`src/rtl/a2d_pkg.sv`:
```
// Shared types and constants for the ADC scan controller.
package a2d_pkg;

  localparam int SAMPLE_W = 12;

  typedef enum logic [1:0] {IDLE, CMD, READ, STORE} a2d_state_t;

  // old + ((new - old) >>> shift); the 13-bit signed difference keeps the sign of a falling input.
  function automatic logic [SAMPLE_W-1:0] iir_step(input logic [SAMPLE_W-1:0] old_s,
                                                   input logic [SAMPLE_W-1:0] new_s,
                                                   input int unsigned         shift);
    logic signed [SAMPLE_W:0] diff;
    logic signed [SAMPLE_W:0] step;
    diff = $signed({1'b0, new_s}) - $signed({1'b0, old_s});
    step = diff >>> shift;
    return old_s + step[SAMPLE_W-1:0];
  endfunction

endpackage

```
`src/rtl/SPI_mstr.sv`:
```
// SPI mode-0 master: one 16-bit full-duplex transfer per wrt pulse, SCLK = clk/4.
// MISO is sampled as SCLK rises, MOSI shifts as SCLK falls; done pulses as SS_n returns high.
module SPI_mstr (
  input  logic        clk,
  input  logic        rst_n,
  input  logic        wrt,
  input  logic [15:0] cmd,
  input  logic        MISO,
  output logic        SS_n,
  output logic        SCLK,
  output logic        MOSI,
  output logic        done,
  output logic [15:0] rd_data
);

  logic        active_q;
  logic [1:0]  div_q;
  logic [3:0]  bit_q;
  logic [15:0] tx_q;
  logic [15:0] rx_q;
  logic        ss_n_q;
  logic        sclk_q;
  logic        done_q;

  always_ff @(posedge clk or negedge rst_n) begin
    if (!rst_n) begin
      active_q <= 1'b0;
      div_q    <= '0;
      bit_q    <= '0;
      tx_q     <= '0;
      rx_q     <= '0;
      ss_n_q   <= 1'b1;
      sclk_q   <= 1'b0;
      done_q   <= 1'b0;
    end else begin
      done_q <= 1'b0;
      if (!active_q) begin
        if (wrt) begin
          active_q <= 1'b1;
          ss_n_q   <= 1'b0;
          tx_q     <= cmd;
          div_q    <= '0;
          bit_q    <= '0;
        end
      end else begin
        div_q <= div_q + 2'd1;
        if (div_q == 2'd1) begin
          sclk_q <= 1'b1;
          rx_q   <= {rx_q[14:0], MISO};
        end
        if (div_q == 2'd3) begin
          sclk_q <= 1'b0;
          tx_q   <= {tx_q[14:0], 1'b0};
          bit_q  <= bit_q + 4'd1;
          if (bit_q == 4'd15) begin
            active_q <= 1'b0;
            ss_n_q   <= 1'b1;
            done_q   <= 1'b1;
          end
        end
      end
    end
  end

  assign SS_n    = ss_n_q;
  assign SCLK    = sclk_q;
  assign MOSI    = tx_q[15];
  assign done    = done_q;
  assign rd_data = rx_q;

endmodule

```
`src/rtl/a2d_scan_ctrl.sv`:
```
// Round-robin ADC scanner: each slot costs two SPI frames (command, then read-back) and one store cycle.
// Launches are paced by a free-running interval counter; continuous via en or one sweep via start.
module a2d_scan_ctrl
  import a2d_pkg::*;
#(
  parameter int          NUM_CH     = 4,
  parameter logic [23:0] CH_MAP     = {12'h000, 3'd4, 3'd3, 3'd1, 3'd0},
  parameter int          INTERVAL_W = 14,
  parameter int          AVG_SHIFT  = 0
) (
  input  logic                       clk,
  input  logic                       rst_n,
  input  logic                       en,
  input  logic                       start,
  input  logic                       MISO,
  output logic                       SS_n,
  output logic                       SCLK,
  output logic                       MOSI,
  output logic [SAMPLE_W*NUM_CH-1:0] data,
  output logic [NUM_CH-1:0]          valid,
  output logic                       sweep_done,
  output logic                       busy
);

  localparam int SLOT_W = (NUM_CH > 1) ? $clog2(NUM_CH) : 1;

  a2d_state_t                 state_q, state_d;
  logic [INTERVAL_W-1:0]      cnt_q;
  logic [SLOT_W-1:0]          slot_q, slot_d;
  logic                       sweep_pend_q, sweep_pend_d;
  logic [SAMPLE_W*NUM_CH-1:0] data_q, data_d;
  logic [NUM_CH-1:0]          valid_q, valid_d;

  logic                wrt;
  logic                spi_done;
  logic [15:0]         cmd;
  logic [15:0]         rd_data;
  logic                launch;
  logic                last_slot;
  logic [2:0]          ch_sel;
  logic [SAMPLE_W-1:0] old_sample;
  logic                old_valid;
  logic [SAMPLE_W-1:0] new_sample;
  logic                unused_rd;

  assign launch    = &cnt_q;
  assign last_slot = (slot_q == SLOT_W'(NUM_CH - 1));
  assign cmd       = {2'b00, ch_sel, 11'h000};
  assign unused_rd = ^rd_data[15:SAMPLE_W];

  always_comb begin
    ch_sel     = '0;
    old_sample = '0;
    old_valid  = 1'b0;
    for (int i = 0; i < NUM_CH; i++) begin
      if (slot_q == SLOT_W'(i)) begin
        ch_sel     = CH_MAP[3*i +: 3];
        old_sample = data_q[SAMPLE_W*i +: SAMPLE_W];
        old_valid  = valid_q[i];
      end
    end
  end

  // First sample of a slot seeds the filter instead of being averaged against zero.
  assign new_sample = (AVG_SHIFT == 0 || !old_valid) ? rd_data[SAMPLE_W-1:0]
                    : iir_step(old_sample, rd_data[SAMPLE_W-1:0], AVG_SHIFT);

  always_ff @(posedge clk or negedge rst_n) begin
    if (!rst_n) state_q <= IDLE;
    else        state_q <= state_d;
  end

  always_comb begin
    state_d = state_q;
    case (state_q)
      IDLE:    if (launch && (en || sweep_pend_q)) state_d = CMD;
      CMD:     if (spi_done) state_d = READ;
      READ:    if (spi_done) state_d = STORE;
      STORE:   state_d = IDLE;
      default: state_d = IDLE;
    endcase
  end

  always_comb begin
    wrt        = 1'b0;
    sweep_done = 1'b0;
    case (state_q)
      IDLE:    wrt = launch && (en || sweep_pend_q);
      CMD:     wrt = spi_done;
      STORE:   sweep_done = last_slot;
      default: ;
    endcase
  end

  assign busy = (state_q != IDLE);

  // A start coinciding with the final store keeps the request pending for the next sweep.
  always_comb begin
    slot_d       = slot_q;
    data_d       = data_q;
    valid_d      = valid_q;
    sweep_pend_d = start ? 1'b1 : (sweep_done ? 1'b0 : sweep_pend_q);
    if (state_q == STORE) begin
      for (int i = 0; i < NUM_CH; i++) begin
        if (slot_q == SLOT_W'(i)) begin
          data_d[SAMPLE_W*i +: SAMPLE_W] = new_sample;
          valid_d[i]                     = 1'b1;
        end
      end
      slot_d = last_slot ? '0 : slot_q + SLOT_W'(1);
    end
  end

  always_ff @(posedge clk or negedge rst_n) begin
    if (!rst_n) begin
      cnt_q        <= '0;
      slot_q       <= '0;
      sweep_pend_q <= 1'b0;
      data_q       <= '0;
      valid_q      <= '0;
    end else begin
      cnt_q        <= cnt_q + INTERVAL_W'(1);
      slot_q       <= slot_d;
      sweep_pend_q <= sweep_pend_d;
      data_q       <= data_d;
      valid_q      <= valid_d;
    end
  end

  assign data  = data_q;
  assign valid = valid_q;

  SPI_mstr u_spi (
    .clk     (clk),
    .rst_n   (rst_n),
    .wrt     (wrt),
    .cmd     (cmd),
    .MISO    (MISO),
    .SS_n    (SS_n),
    .SCLK    (SCLK),
    .MOSI    (MOSI),
    .done    (spi_done),
    .rd_data (rd_data)
  );

endmodule

```
`config.mk`:
```
export PLATFORM = sky130hd
export DESIGN_NAME = a2d_scan_ctrl
export DESIGN_NICKNAME = d
export VERILOG_FILES = /design/src/rtl/a2d_pkg.sv /design/src/rtl/SPI_mstr.sv /design/src/rtl/a2d_scan_ctrl.sv
export SDC_FILE = /design/constraint.sdc
export NUM_CORES = 1
export LEC_CHECK = 0
export ABC_AREA = 0
export BUFFER_PORTS_ARGS = -buffer_cell sky130_fd_sc_hd__buf_2
export CAP_MARGIN = 20
export CELL_PAD_IN_SITES_DETAIL_PLACEMENT = 1
export CELL_PAD_IN_SITES_GLOBAL_PLACEMENT = 1
export CORE_AREA = 3 3 105 107
export CTS_CLUSTER_SIZE = 40
export DETAILED_ROUTE_END_ITERATION = 8
export DIE_AREA = 0 0 108 110
export PLACE_DENSITY = 0.69
export SYNTH_ARGS = -nofsm -noshare
export SYNTH_HDL_FRONTEND = slang
export SYNTH_SLANG_ARGS = --single-unit
export TNS_END_PERCENT = 100
```
`constraint.sdc`:
```
create_clock -name clk -period 1.8 [get_ports clk]
set_input_delay 0.09 -clock clk [delete_from_list [all_inputs] [get_ports clk]]
set_output_delay 0.09 -clock clk [all_outputs]
set_load 0.01 [all_outputs]
```
==> run_summary.xml, run 1 <==
<?xml version="1.0" encoding="UTF-8"?>
<metrics>
  <group name="status">
    <metric name="status" unit="">finished, final reports clean</metric>
  </group>
  <group name="final_layout">
    <metric name="drive_above_1_share" unit="">0.458</metric>
    <metric name="area.growth.synth_to_final" unit="%">21.7</metric>
    <metric name="antenna-diode-count" unit="">0</metric>
    <metric name="utilization" unit="">0.485</metric>
    <metric name="fin_nets" unit="">395</metric>
    <metric name="layout.area.seq" unit="um^2">2450</metric>
    <metric name="finalNonFillerCells" unit="">518</metric>
    <metric name="filler_cell_count" unit="">1075</metric>
    <metric name="combined_area_of_the_multi_input_logic_cells" unit="um^2">1550</metric>
  </group>
  <group name="sta">
    <metric name="post-route-period-util" unit="">0.983</metric>
    <metric name="finalCriticalPeriod" unit="ps">1770</metric>
    <metric name="hold-worst-slack" unit="ps">197</metric>
    <metric name="timing.clock.skew" unit="ps">23.7</metric>
    <metric name="final.setup.worst_slack" unit="ps">30.2</metric>
    <metric name="slew_headroom" unit="">0.669</metric>
    <metric name="report.final.slew_viol_count" unit="">0</metric>
    <metric name="clock.fmax" unit="MHz">565</metric>
    <metric name="finalHoldViolCount" unit="">0</metric>
    <metric name="finalSetupViolations" unit="">0</metric>
    <metric name="tightestPinTransition" unit="ps">497</metric>
  </group>
  <group name="yosys">
    <metric name="synth_seq_cells" unit="">98</metric>
    <metric name="synth_top_cells_by_area" unit="">sky130_fd_sc_hd__dfrtp_1 60%, sky130_fd_sc_hd__mux2_2 18%, sky130_fd_sc_hd__ha_1 4.0%</metric>
    <metric name="synthCells" unit="">292</metric>
    <metric name="yosysWarningCount" unit="">0</metric>
    <metric name="netlist_area" unit="um^2">4080</metric>
    <metric name="synth.avg_cell_area" unit="um^2">14.0</metric>
    <metric name="synth_nets" unit="">310</metric>
    <metric name="cell_type_with_the_highest_aggregate_area_in_the_netlist" unit="">sky130_fd_sc_hd__dfrtp_1</metric>
    <metric name="synthMostInstantiatedCell" unit="">sky130_fd_sc_hd__dfrtp_1</metric>
    <metric name="synth_commonest_cells" unit="">97 x sky130_fd_sc_hd__dfrtp_1, 66 x sky130_fd_sc_hd__mux2_2, 19 x sky130_fd_sc_hd__nand2_1</metric>
    <metric name="synth-main-ff-cell" unit="">sky130_fd_sc_hd__dfrtp_1</metric>
    <metric name="synth_async_sr_flop_share" unit="">1.00</metric>
    <metric name="synth-seq-area-share" unit="">0.602</metric>
    <metric name="yosysUniqueCellTypes" unit="">36</metric>
    <metric name="synth-edff-count" unit="">0</metric>
    <metric name="yosysTopAreaCellShare" unit="">0.595</metric>
  </group>
  <group name="power_and_ir_drop">
    <metric name="cell_internal_pwr" unit="uW">2770</metric>
    <metric name="power.density" unit="nW/um^2">741</metric>
    <metric name="ir_drop" unit="mV">0.324</metric>
    <metric name="total_power_consumption" unit="uW">3680</metric>
    <metric name="switching_power" unit="uW">909</metric>
    <metric name="power_switching_share" unit="">0.247</metric>
    <metric name="p_clk_frac" unit="">0.385</metric>
    <metric name="pwr-share-comb" unit="">0.016</metric>
    <metric name="sequential_group_share_of_total_power" unit="">0.599</metric>
    <metric name="power.static_leakage" unit="uW">0.00263</metric>
  </group>
  <group name="clock_tree">
    <metric name="clock_latency" unit="ps">380</metric>
    <metric name="cts.sinks" unit="">98</metric>
    <metric name="cts_made_buffers" unit="">9</metric>
    <metric name="clkSlewWorstSetupHoldPaths" unit="ps">120</metric>
    <metric name="tritoncts" unit="">built</metric>
    <metric name="cts.root.buffer_cell" unit="">sky130_fd_sc_hd__clkbuf_8</metric>
    <metric name="clock_tree.buffer_depth" unit="">2</metric>
    <metric name="cts.htree.levels" unit="">3</metric>
  </group>
  <group name="global_routing">
    <metric name="overflow" unit="">0</metric>
    <metric name="grt_first_pass_wirelength" unit="um">13200</metric>
    <metric name="grtUsageTotal" unit="">0.144</metric>
    <metric name="grt_start_max_net_pins" unit="">41</metric>
    <metric name="initial_antenna_violation_count" unit="">0</metric>
    <metric name="first_global_vias" unit="">2644</metric>
  </group>
  <group name="setup_path">
    <metric name="reg_to_reg_startpoint" unit="">state_q[0]$_DFFE_PN0P_</metric>
    <metric name="worst_path_max_stage_delay" unit="ps">570</metric>
    <metric name="number_of_stages_on_the_worst_setup_path" unit="">6</metric>
    <metric name="setup.worst_path.start_class" unit="">register</metric>
    <metric name="critPathRequiredTime" unit="ps">2050</metric>
    <metric name="count_of_buffer_and_inverter_cells_on_the_critical_path" unit="">1</metric>
    <metric name="worst_setup_path_endpoint" unit="">u_spi.tx_q[13]$_DFFE_PN0P_</metric>
    <metric name="crit_chain" unit="">inv_1 -&gt; ha_4 -&gt; nand4_1 -&gt; or4_4 -&gt; nand4b_1 -&gt; o311ai_1</metric>
    <metric name="path_max_fanout" unit="">4</metric>
    <metric name="ws_path_type" unit="">reg -&gt; reg</metric>
    <metric name="r2r_setup_slack" unit="ps">30</metric>
    <metric name="worst_setup_path_startpoint" unit="">state_q[0]$_DFFE_PN0P_</metric>
    <metric name="critical_path.endpoint_type" unit="">register</metric>
    <metric name="crit_path_top_delay_cell" unit="">sky130_fd_sc_hd__or4_4</metric>
    <metric name="worst_ep_arrival_time" unit="ps">2020</metric>
    <metric name="cp_top_family" unit="">simple AND/OR/NAND/NOR gates</metric>
    <metric name="worst_reg_to_reg_cells" unit="">6</metric>
    <metric name="worst_r2r_endpoint" unit="">u_spi.tx_q[13]$_DFFE_PN0P_</metric>
  </group>
  <group name="die">
    <metric name="design.core.area" unit="um^2">10200</metric>
    <metric name="die_h" unit="um">110</metric>
    <metric name="floorplan.io_pins" unit="">62</metric>
    <metric name="start_util" unit="">0.399</metric>
    <metric name="dieArea" unit="um^2">11900</metric>
    <metric name="die_w" unit="um">108</metric>
    <metric name="num_rows" unit="">37</metric>
  </group>
  <group name="placement">
    <metric name="dp_slack" unit="ps">17.1</metric>
    <metric name="place.detailed.instances" unit="">498</metric>
    <metric name="place.gp.congestion" unit="">0.753</metric>
    <metric name="hpwl" unit="um">5830</metric>
    <metric name="portBuffers" unit="">61</metric>
  </group>
  <group name="route">
    <metric name="wirelength" unit="um">8280</metric>
    <metric name="detail_route.drc_violations" unit="">0</metric>
    <metric name="dr.first_iter.drc_count" unit="">50</metric>
    <metric name="route.vias.total" unit="">2549</metric>
    <metric name="detail_route.first_pass.iterations" unit="">4</metric>
    <metric name="vias_per_cell" unit="">4.92</metric>
    <metric name="wl_per_cell" unit="um">16.0</metric>
    <metric name="postRouteAntennaNets" unit="">0</metric>
  </group>
  <group name="flow_run">
    <metric name="maxCapViolations" unit="">0</metric>
  </group>
  <group name="worst_hold_path">
    <metric name="timing.hold.worst.class" unit="">in -&gt; async</metric>
  </group>
</metrics>
==> power groups by stage <==
stage	combinational [uW]	clock (uW)	sequential, uW
global placement	57.2	0	2250
CTS	64.6	1470	2200
detailed placement	59.5	0	2250
global route	70.5	1570	2200
floorplan	1.11	0	2250
finish	59.8	1410	2200
==> worst min-delay path by stage <==
stage	start	to	slack, ps
2_1_floorplan	rst_n	cnt_q[0]$_DFF_PN0_	-210
3_3_place_gp	rst_n	data[38]$_DFFE_PN0P_	70
3_5_place_dp	rst_n	data[38]$_DFFE_PN0P_	80
4_1_cts	rst_n	data[17]$_DFFE_PN0P_	200
5_1_grt	rst_n	data[17]$_DFFE_PN0P_	220
6_report	rst_n	data[17]$_DFFE_PN0P_	200
==> metrics by stage <==
step           area [um^2]  setup TNS [ps]
2_1_floorplan         4080               0
3_3_place_gp          4680               0
3_5_place_dp          4680               0
4_1_cts               4920               0
5_1_grt               4960            -381
6_report              4960               0
==> worst reg2reg max path, delay by kind of cell, from the launching register on <==
family                   cells  cell delay (ps)
AO/OA/AOI/OAI                1              100
adder cells (fa/ha/maj)      1              160
buffers and inverters        1              130
flip-flops                   1              400
AND/OR/NAND/NOR              3              870
==> cell usage in the layout, fill, tap and decap left out, types with 3 or more instances in the layout <==
cell type | netlist | routed
sky130_fd_sc_hd__buf_12 | 0 | 3
sky130_fd_sc_hd__nand4_1 | 4 | 4
sky130_fd_sc_hd__nand4b_1 | 3 | 3
sky130_fd_sc_hd__xnor2_1 | 10 | 10
sky130_fd_sc_hd__o21ai_0 | 3 | 3
sky130_fd_sc_hd__dlygate4sd3_1 | 0 | 3
sky130_fd_sc_hd__buf_4 | 0 | 16
sky130_fd_sc_hd__inv_1 | 14 | 14
sky130_fd_sc_hd__a21oi_1 | 3 | 3
sky130_fd_sc_hd__ha_1 | 13 | 10
sky130_fd_sc_hd__a22o_1 | 6 | 6
sky130_fd_sc_hd__nand2_1 | 19 | 18
sky130_fd_sc_hd__nand2b_1 | 5 | 5
sky130_fd_sc_hd__mux2_2 | 66 | 66
sky130_fd_sc_hd__clkinv_4 | 0 | 3
sky130_fd_sc_hd__nor2_1 | 7 | 7
sky130_fd_sc_hd__clkbuf_8 | 0 | 9
sky130_fd_sc_hd__buf_2 | 4 | 60
sky130_fd_sc_hd__xor2_1 | 5 | 5
sky130_fd_sc_hd__nand3_1 | 7 | 7
sky130_fd_sc_hd__dfrtp_1 | 97 | 97
==> final cells by class <==
class                   count  share of cell area
flip-flops and latches     98               0.495
multi-input cells         171               0.313
repair buffers             83               0.106
well taps                 136              0.0343
clock buffers               9              0.0250
clock inverters             7              0.0164
inverters                  14              0.0106
==> logic make-up (layout without fill, tap and decap cells) <==
group,Yosys count,in the layout,synth area share
XOR/XNOR,15,15,0.0322
flip-flops,98,98,0.602
adder cells (fa/ha/maj),13,13,0.0399
multiplexers,67,67,0.186
AO/OA/AOI/OAI,22,22,0.0430
AND/OR/NAND/NOR,54,54,0.0730
buffers and inverters,23,113,0.0242
==> metal layers <==
| layer | wire [um] | vias to the layer above | GRT usage |
|---|---|---|---|
| met5 | 0 | - | 0 |
| met3 | 219 | 12 | 0.0221 |
| met2 | 4200 | 39 | 0.234 |
| met1 | 3710 | 1307 | 0.192 |
| met4 | 151 | 0 | 0.0667 |
| li1 | - | 1191 | - |
==> registers in the layout, indices dropped and copies added (netlist names) <==
name            flops
data               48
cnt_q              14
u_spi.rd_data      12
u_spi.tx_q          5
u_spi.bit_q         4
valid               4
slot_q              2
state_q             2
u_spi.div_q         2
sweep_pend_q        1
u_spi.SCLK          1
u_spi.SS_n          1
u_spi.active_q      1
u_spi.done          1
==> what timing repair did <==
action / in CTS / in global routing
pin swaps: 0 / 1
endpoints found under the hold margin: 35 / 0
resized for setup: 1 / 7
endpoints found under the setup margin: 1 / 12
setup buffers: 0 / 1
hold buffers: 3 / 0
Note: power is estimated with default switching activity, not from simulation.
==> inputs of run 2 (changes only) <==
--- a/config.mk
+++ b/config.mk
@@ -10,12 +10,13 @@
 export CAP_MARGIN = 20
 export CELL_PAD_IN_SITES_DETAIL_PLACEMENT = 1
 export CELL_PAD_IN_SITES_GLOBAL_PLACEMENT = 1
-export CORE_AREA = 3 3 105 107
+export CORE_AREA = 3 3 114 116
 export CTS_CLUSTER_SIZE = 40
 export DETAILED_ROUTE_END_ITERATION = 8
-export DIE_AREA = 0 0 108 110
-export PLACE_DENSITY = 0.69
+export DIE_AREA = 0 0 117 119
+export PLACE_DENSITY = 0.68
 export SYNTH_ARGS = -nofsm -noshare
 export SYNTH_HDL_FRONTEND = slang
+export SYNTH_HIERARCHICAL = 1
 export SYNTH_SLANG_ARGS = --single-unit
 export TNS_END_PERCENT = 100
==> run 2 against run 1 <==
The flow now finishes with violations (negative setup slack). Worst setup slack got worse by 190 ps. Non-clock buffer count rose by 25. Cell area rose by 20%. Global-route usage rose by 1.4 points. Sequential share of layout area fell by 3.4 points. Clock skew fell by 13 ps. Maximum frequency fell by 9.5%. Critical endpoint is now u_spi/tx_q[2]$_DFFE_PN0P_.
==> run_summary.xml, run 2 <==
<?xml version="1.0" encoding="UTF-8"?>
<metrics>
  <group name="die">
    <metric name="floorplan.io_pins" unit="">62</metric>
    <metric name="die_h" unit="um">119</metric>
    <metric name="start_util" unit="">0.389</metric>
    <metric name="dieArea" unit="um^2">13900</metric>
    <metric name="die_w" unit="um">117</metric>
    <metric name="num_rows" unit="">40</metric>
    <metric name="design.core.area" unit="um^2">12000</metric>
  </group>
  <group name="sta">
    <metric name="hold-worst-slack" unit="ps">250</metric>
    <metric name="clock.fmax" unit="MHz">512</metric>
    <metric name="final.setup.worst_slack" unit="ps">-155</metric>
    <metric name="finalHoldViolCount" unit="">0</metric>
    <metric name="timing.clock.skew" unit="ps">10.3</metric>
    <metric name="finalCriticalPeriod" unit="ps">1950</metric>
    <metric name="finalSetupViolations" unit="">22</metric>
    <metric name="setup_repair_after_global_routing_missed_its_margin" unit="">true</metric>
    <metric name="tightestPinTransition" unit="ps">537</metric>
    <metric name="post-route-period-util" unit="">1.09</metric>
    <metric name="report.final.slew_viol_count" unit="">0</metric>
    <metric name="slew_headroom" unit="">0.642</metric>
  </group>
  <group name="power_and_ir_drop">
    <metric name="p_clk_frac" unit="">0.423</metric>
    <metric name="power.static_leakage" unit="uW">0.00318</metric>
    <metric name="power_switching_share" unit="">0.228</metric>
    <metric name="pwr-share-comb" unit="">0.022</metric>
    <metric name="power.density" unit="nW/um^2">755</metric>
    <metric name="sequential_group_share_of_total_power" unit="">0.556</metric>
    <metric name="ir_drop" unit="mV">0.514</metric>
    <metric name="cell_internal_pwr" unit="uW">3460</metric>
    <metric name="switching_power" unit="uW">1020</metric>
  </group>
  <group name="route">
    <metric name="dr.first_iter.drc_count" unit="">93</metric>
    <metric name="detail_route.drc_violations" unit="">0</metric>
    <metric name="wirelength" unit="um">10300</metric>
    <metric name="detail_route.first_pass.iterations" unit="">4</metric>
    <metric name="postRouteAntennaNets" unit="">0</metric>
    <metric name="route.vias.total" unit="">3017</metric>
    <metric name="wl_per_cell" unit="um">16.6</metric>
    <metric name="vias_per_cell" unit="">4.87</metric>
  </group>
  <group name="final_layout">
    <metric name="layout.cells.most_common" unit="">sky130_fd_sc_hd__dfrtp_1</metric>
    <metric name="drive_above_1_share" unit="">0.425</metric>
    <metric name="area.growth.synth_to_final" unit="%">26.9</metric>
    <metric name="largest_register_ffs" unit="">48</metric>
    <metric name="layout_common_cells" unit="">108 x sky130_fd_sc_hd__dfrtp_1, 60 x sky130_fd_sc_hd__buf_2, 54 x sky130_fd_sc_hd__mux2_2, 37 x sky130_fd_sc_hd__buf_4, 32 x sky130_fd_sc_hd__nand2_1</metric>
    <metric name="filler_cell_count" unit="">1263</metric>
    <metric name="antenna-diode-count" unit="">0</metric>
    <metric name="final_cell_area" unit="um^2">5930</metric>
    <metric name="fin_nets" unit="">487</metric>
  </group>
  <group name="clock_tree">
    <metric name="clock_latency" unit="ps">350</metric>
    <metric name="cts.root.buffer_cell" unit="">sky130_fd_sc_hd__clkbuf_16</metric>
    <metric name="clkSlewWorstSetupHoldPaths" unit="ps">80</metric>
    <metric name="cts.htree.levels" unit="">3</metric>
    <metric name="tritoncts" unit="">built</metric>
    <metric name="cts.sinks" unit="">109</metric>
    <metric name="clock_tree.buffer_depth" unit="">2</metric>
    <metric name="cts_made_buffers" unit="">9</metric>
  </group>
  <group name="setup_path">
    <metric name="critPathRequiredTime" unit="ps">2070</metric>
    <metric name="setup.worst_path.start_class" unit="">register</metric>
    <metric name="crit_path_top_delay_cell" unit="">sky130_fd_sc_hd__or4_4</metric>
    <metric name="worst_path_max_stage_delay" unit="ps">530</metric>
    <metric name="crit_chain" unit="">ha_4 -&gt; nand4_4 -&gt; or4_4 -&gt; o21ai_2 -&gt; buf_6 -&gt; mux2i_4 -&gt; o21ai_1</metric>
    <metric name="critical_path.endpoint_type" unit="">register</metric>
    <metric name="ws_path_type" unit="">reg -&gt; reg</metric>
    <metric name="worst_ep_arrival_time" unit="ps">2220</metric>
    <metric name="path_max_fanout" unit="">15</metric>
  </group>
  <group name="flow_run">
    <metric name="maxCapViolations" unit="">0</metric>
  </group>
  <group name="placement">
    <metric name="hpwl" unit="um">6870</metric>
    <metric name="dpl-instance-area" unit="um^2">5470</metric>
    <metric name="portBuffers" unit="">61</metric>
    <metric name="place.gp.congestion" unit="">0.741</metric>
  </group>
  <group name="global_routing">
    <metric name="overflow" unit="">0</metric>
    <metric name="initial_antenna_violation_count" unit="">0</metric>
    <metric name="grt_start_max_net_pins" unit="">40</metric>
    <metric name="first_global_vias" unit="">3281</metric>
    <metric name="grtUsageTotal" unit="">0.158</metric>
    <metric name="grt_first_pass_wirelength" unit="um">17000</metric>
  </group>
  <group name="worst_hold_path">
    <metric name="timing.hold.worst.class" unit="">in -&gt; async</metric>
  </group>
  <group name="yosys">
    <metric name="synthCells" unit="">350</metric>
    <metric name="netlist_area" unit="um^2">4670</metric>
    <metric name="yosysWarningCount" unit="">6</metric>
    <metric name="synth.avg_cell_area" unit="um^2">13.4</metric>
  </group>
  <group name="status">
    <metric name="failed_checks" unit="">negative setup slack</metric>
    <metric name="status" unit="">finished with violations</metric>
  </group>
</metrics>
[run 2: cell types whose count changed in the layout (fill, tap and decap cells not counted), sizes merged, moves of 11 or more]
cell   previous run  this run
buf              80       105
mux2i             0        21
o21ai             3        23
nand2            19        34
conb              0        13
dfrtp            97       108
[run 2: path summary, 6_finish.rpt]
check	to	from	slack, ps	depth (start not counted)
max	u_spi/tx_q[2]$_DFFE_PN0P_	cnt_q[0]$_DFF_PN0_	-150	7
max in group asynchronous	data[20]$_DFFE_PN0P_	rst_n	810	3
min reg2reg	valid[3]$_DFFE_PN0P_	valid[3]$_DFFE_PN0P_	460	1
min in group clk	state_q[1]$_DFFE_PN0P_	en	410	5
min	data[25]$_DFFE_PN0P_	rst_n	250	2
max reg2reg	u_spi/tx_q[2]$_DFFE_PN0P_	cnt_q[0]$_DFF_PN0_	-150	7
[run 2: power groups by stage]
stage	Clock (uW)	Combinational (uW)	Sequential (uW)
after floorplan	0	24.1	2530
after global placement	0	93.7	2540
after detailed placement	0	97.1	2540
after CTS	1970	103	2490
after global routing	2070	113	2490
final	1890	97.5	2490
[run 2: repair_timing]
item / CTS / global route
setup buffers: 2 / 4
resized for setup: 6 / 12
cloned: 2 / 0
setup endpoints to repair: 22 / 25
pin swaps: 2 / 10
hold endpoints to repair: 37 / 0
hold buffers: 3 / 0
[run 2: cell type report]
class / instances / area, um^2 / area share
inverter: 12 / 47.5 / 0.00802
tap: 147 / 184 / 0.0310
sequential: 109 / 2730 / 0.460
clock inverter: 5 / 45.0 / 0.00759
timing repair buffer: 108 / 742 / 0.125
clock buffer: 11 / 233 / 0.0392
multi-input combinational: 228 / 1950 / 0.329
[run 2: worst max-delay path: cells and delay by family, from the launching register on]
kind,cells,cell delay (ps)
AOI/OAI and AO/OA,2,340
buffers and inverters,1,180
DFF,1,390
muxes,1,160
adders and majority gates,1,160
and+or+nand+nor,2,630
[run 2: stage by stage]
step,instances,util,power (uW),setup WS (ps),TNS (ps)
final,620,0.494,4480,-155,-2780
after global routing,620,0.494,4680,-262,-4780
after CTS,616,0.487,4560,-140,-2560
after detailed placement,593,0.455,2630,-253,-3860
after global placement,593,0.455,2630,-200,-3100
after floorplan,362,-,2550,-173,-3010
[run 2: layer usage]
metal,routed length [um],GRT usage,part of all wire,vias to the layer above
met5,0,0,0,-
met4,187,0.0645,0.018,0
met3,266,0.0305,0.026,12
met2,5040,0.249,0.49,44
met1,4790,0.212,0.47,1526
li1,-,-,-,1435
==> inputs of run 3 (changes only) <==
--- a/config.mk
+++ b/config.mk
@@ -14,7 +14,7 @@
 export CTS_CLUSTER_SIZE = 40
 export DETAILED_ROUTE_END_ITERATION = 8
 export DIE_AREA = 0 0 117 119
-export PLACE_DENSITY = 0.68
+export PLACE_DENSITY_LB_ADDON = 0.2
 export SYNTH_ARGS = -nofsm -noshare
 export SYNTH_HDL_FRONTEND = slang
 export SYNTH_HIERARCHICAL = 1
==> run 3 against run 2 <==
The flow still finishes with violations (negative setup slack). First-iteration DRC count up 18%. Sequential share of layout area up 0.44 points. Cell area down 0.95%. Critical path type unchanged. Critical endpoint is now u_spi/tx_q[0]$_DFFE_PN0P_. Largest power group unchanged.
==> run_summary.xml, run 3 (synthesis gave the netlist of run 2 again) <==
<?xml version="1.0" encoding="UTF-8"?>
<metrics>
  <group name="status">
    <metric name="status" unit="">finished with violations</metric>
    <metric name="failed_checks" unit="">negative setup slack</metric>
  </group>
  <group name="die">
    <metric name="floorplan.io_pins" unit="">62</metric>
    <metric name="dieArea" unit="um^2">13900</metric>
    <metric name="num_rows" unit="">40</metric>
    <metric name="die_h" unit="um">119</metric>
    <metric name="design.core.area" unit="um^2">12000</metric>
    <metric name="die_w" unit="um">117</metric>
    <metric name="start_util" unit="">0.389</metric>
  </group>
  <group name="setup_path">
    <metric name="ws_path_type" unit="">reg -&gt; reg</metric>
    <metric name="r2r_setup_slack" unit="ps">-160</metric>
    <metric name="setup.worst_path.start_class" unit="">register</metric>
    <metric name="path_max_fanout" unit="">5</metric>
    <metric name="critPathRequiredTime" unit="ps">2010</metric>
    <metric name="worst_ep_arrival_time" unit="ps">2170</metric>
    <metric name="critical_path.endpoint_type" unit="">register</metric>
  </group>
  <group name="global_routing">
    <metric name="grt_first_pass_wirelength" unit="um">16900</metric>
    <metric name="initial_antenna_violation_count" unit="">0</metric>
    <metric name="first_global_vias" unit="">3352</metric>
    <metric name="grt_start_max_net_pins" unit="">69</metric>
    <metric name="overflow" unit="">0</metric>
    <metric name="grtUsageTotal" unit="">0.154</metric>
  </group>
  <group name="route">
    <metric name="detail_route.first_pass.iterations" unit="">4</metric>
    <metric name="dr.first_iter.drc_count" unit="">110</metric>
    <metric name="vias_per_cell" unit="">4.92</metric>
    <metric name="wl_per_cell" unit="um">16.3</metric>
    <metric name="detail_route.drc_violations" unit="">0</metric>
    <metric name="postRouteAntennaNets" unit="">0</metric>
    <metric name="route.vias.total" unit="">3036</metric>
    <metric name="wirelength" unit="um">10000</metric>
  </group>
  <group name="worst_hold_path">
    <metric name="timing.hold.worst.class" unit="">in -&gt; async</metric>
  </group>
  <group name="sta">
    <metric name="slew_headroom" unit="">0.652</metric>
    <metric name="total_neg_setup_slack" unit="ps">-2880</metric>
    <metric name="clock.fmax" unit="MHz">510</metric>
    <metric name="finalCriticalPeriod" unit="ps">1960</metric>
    <metric name="finalHoldViolCount" unit="">0</metric>
    <metric name="tightestPinTransition" unit="ps">515</metric>
    <metric name="finalSetupViolations" unit="">23</metric>
    <metric name="timing.clock.skew" unit="ps">6.49</metric>
    <metric name="report.final.slew_viol_count" unit="">0</metric>
    <metric name="final.setup.worst_slack" unit="ps">-161</metric>
    <metric name="post-route-period-util" unit="">1.09</metric>
    <metric name="setup_repair_after_global_routing_missed_its_margin" unit="">true</metric>
  </group>
  <group name="clock_tree">
    <metric name="tritoncts" unit="">built</metric>
    <metric name="cts.root.buffer_cell" unit="">sky130_fd_sc_hd__clkbuf_16</metric>
    <metric name="cts_made_buffers" unit="">9</metric>
    <metric name="clkSlewWorstSetupHoldPaths" unit="ps">70</metric>
    <metric name="cts.sinks" unit="">109</metric>
    <metric name="clock_tree.buffer_depth" unit="">2</metric>
    <metric name="cts.htree.levels" unit="">3</metric>
    <metric name="clock_latency" unit="ps">350</metric>
  </group>
  <group name="final_layout">
    <metric name="fin_nets" unit="">485</metric>
    <metric name="layout_common_cells" unit="">108 x sky130_fd_sc_hd__dfrtp_1, 60 x sky130_fd_sc_hd__buf_2, 54 x sky130_fd_sc_hd__mux2_2, 37 x sky130_fd_sc_hd__buf_4, 32 x sky130_fd_sc_hd__nand2_1</metric>
    <metric name="largest_register_ffs" unit="">48</metric>
    <metric name="layout.cells.most_common" unit="">sky130_fd_sc_hd__dfrtp_1</metric>
    <metric name="utilization" unit="">0.489</metric>
    <metric name="drive_above_1_share" unit="">0.406</metric>
    <metric name="finalNonFillerCells" unit="">617</metric>
    <metric name="area.growth.synth_to_final" unit="%">25.7</metric>
    <metric name="antenna-diode-count" unit="">0</metric>
  </group>
  <group name="power_and_ir_drop">
    <metric name="ir_drop" unit="mV">0.394</metric>
    <metric name="power.static_leakage" unit="uW">0.00318</metric>
    <metric name="power.density" unit="nW/um^2">782</metric>
    <metric name="total_power_consumption" unit="uW">4590</metric>
  </group>
  <group name="placement">
    <metric name="portBuffers" unit="">61</metric>
    <metric name="hpwl" unit="um">6820</metric>
    <metric name="place.detailed.instances" unit="">595</metric>
    <metric name="dp_slack" unit="ps">-248</metric>
    <metric name="place.gp.congestion" unit="">0.775</metric>
  </group>
  <group name="flow_run">
    <metric name="maxCapViolations" unit="">0</metric>
  </group>
</metrics>
==> run 3: per-stage QoR <==
stage,hold WS (ps),area [um^2]
6_report,270,5870
5_1_grt,307,5870
4_1_cts,271,5870
3_5_place_dp,98.3,5480
3_3_place_gp,99.3,5480
2_1_floorplan,-206,4730
==> run 3: final timing paths <==
path / startpoint / endpoint / cells after the start
max in group asynchronous: rst_n / u_spi/rd_data[2]$_DFFE_PN0P_ / 3
min: rst_n / state_q[1]$_DFFE_PN0P_ / 3
min in group clk: en / state_q[1]$_DFFE_PN0P_ / 5
max reg2reg: cnt_q[1]$_DFF_PN0_ / u_spi/tx_q[0]$_DFFE_PN0P_ / 8
max: cnt_q[1]$_DFF_PN0_ / u_spi/tx_q[0]$_DFFE_PN0P_ / 8
min reg2reg: valid[3]$_DFFE_PN0P_ / valid[3]$_DFFE_PN0P_ / 1
==> run 3: worst max-delay path, stage by stage (launching register included) <==
cell                      delay (ps)
sky130_fd_sc_hd__dfrtp_1         400
sky130_fd_sc_hd__ha_4            170
sky130_fd_sc_hd__nand4_4         100
sky130_fd_sc_hd__or4_4           530
sky130_fd_sc_hd__o21ai_2         140
sky130_fd_sc_hd__buf_6           150
sky130_fd_sc_hd__buf_6           100
sky130_fd_sc_hd__mux2i_1         170
sky130_fd_sc_hd__o22ai_1          80
==> run 3: power breakdown <==
| part | total (uW) | internal [uW] | switching [uW] | leakage [uW] |
|---|---|---|---|---|
| logic | 97.8 | 36.9 | 60.9 | 0.00162 |
| clock network | 2010 | 1120 | 885 | 0.000146 |
| registers | 2490 | 2470 | 25.6 | 0.00141 |
==> run 3: metal layers <==
layer  vias up  global-route usage  wire length (um)
li1       1424                   -                 -
met5         -                   0                 0
met3        15              0.0264               253
met2        47               0.249              4960
met1      1550               0.205              4630
met4         0              0.0602               195
==> run 3: timing repair <==
item,CTS,global route
setup buffers,2,1
cloned,1,0
hold buffers,3,0
resized for setup,6,0
setup endpoints to repair,24,24
endpoints found under the hold margin,111,0
pin swaps,3,3
==> run 3: layout make-up <==
type,instances,area (um^2)
Fill cell,1269,6140
Sequential cell,109,2730
Multi-Input combinational cell,227,1890
Timing Repair Buffer,107,731
Clock buffer,11,243
Tap cell,147,184
Clock inverter,4,56.3
Inverter,12,45.0
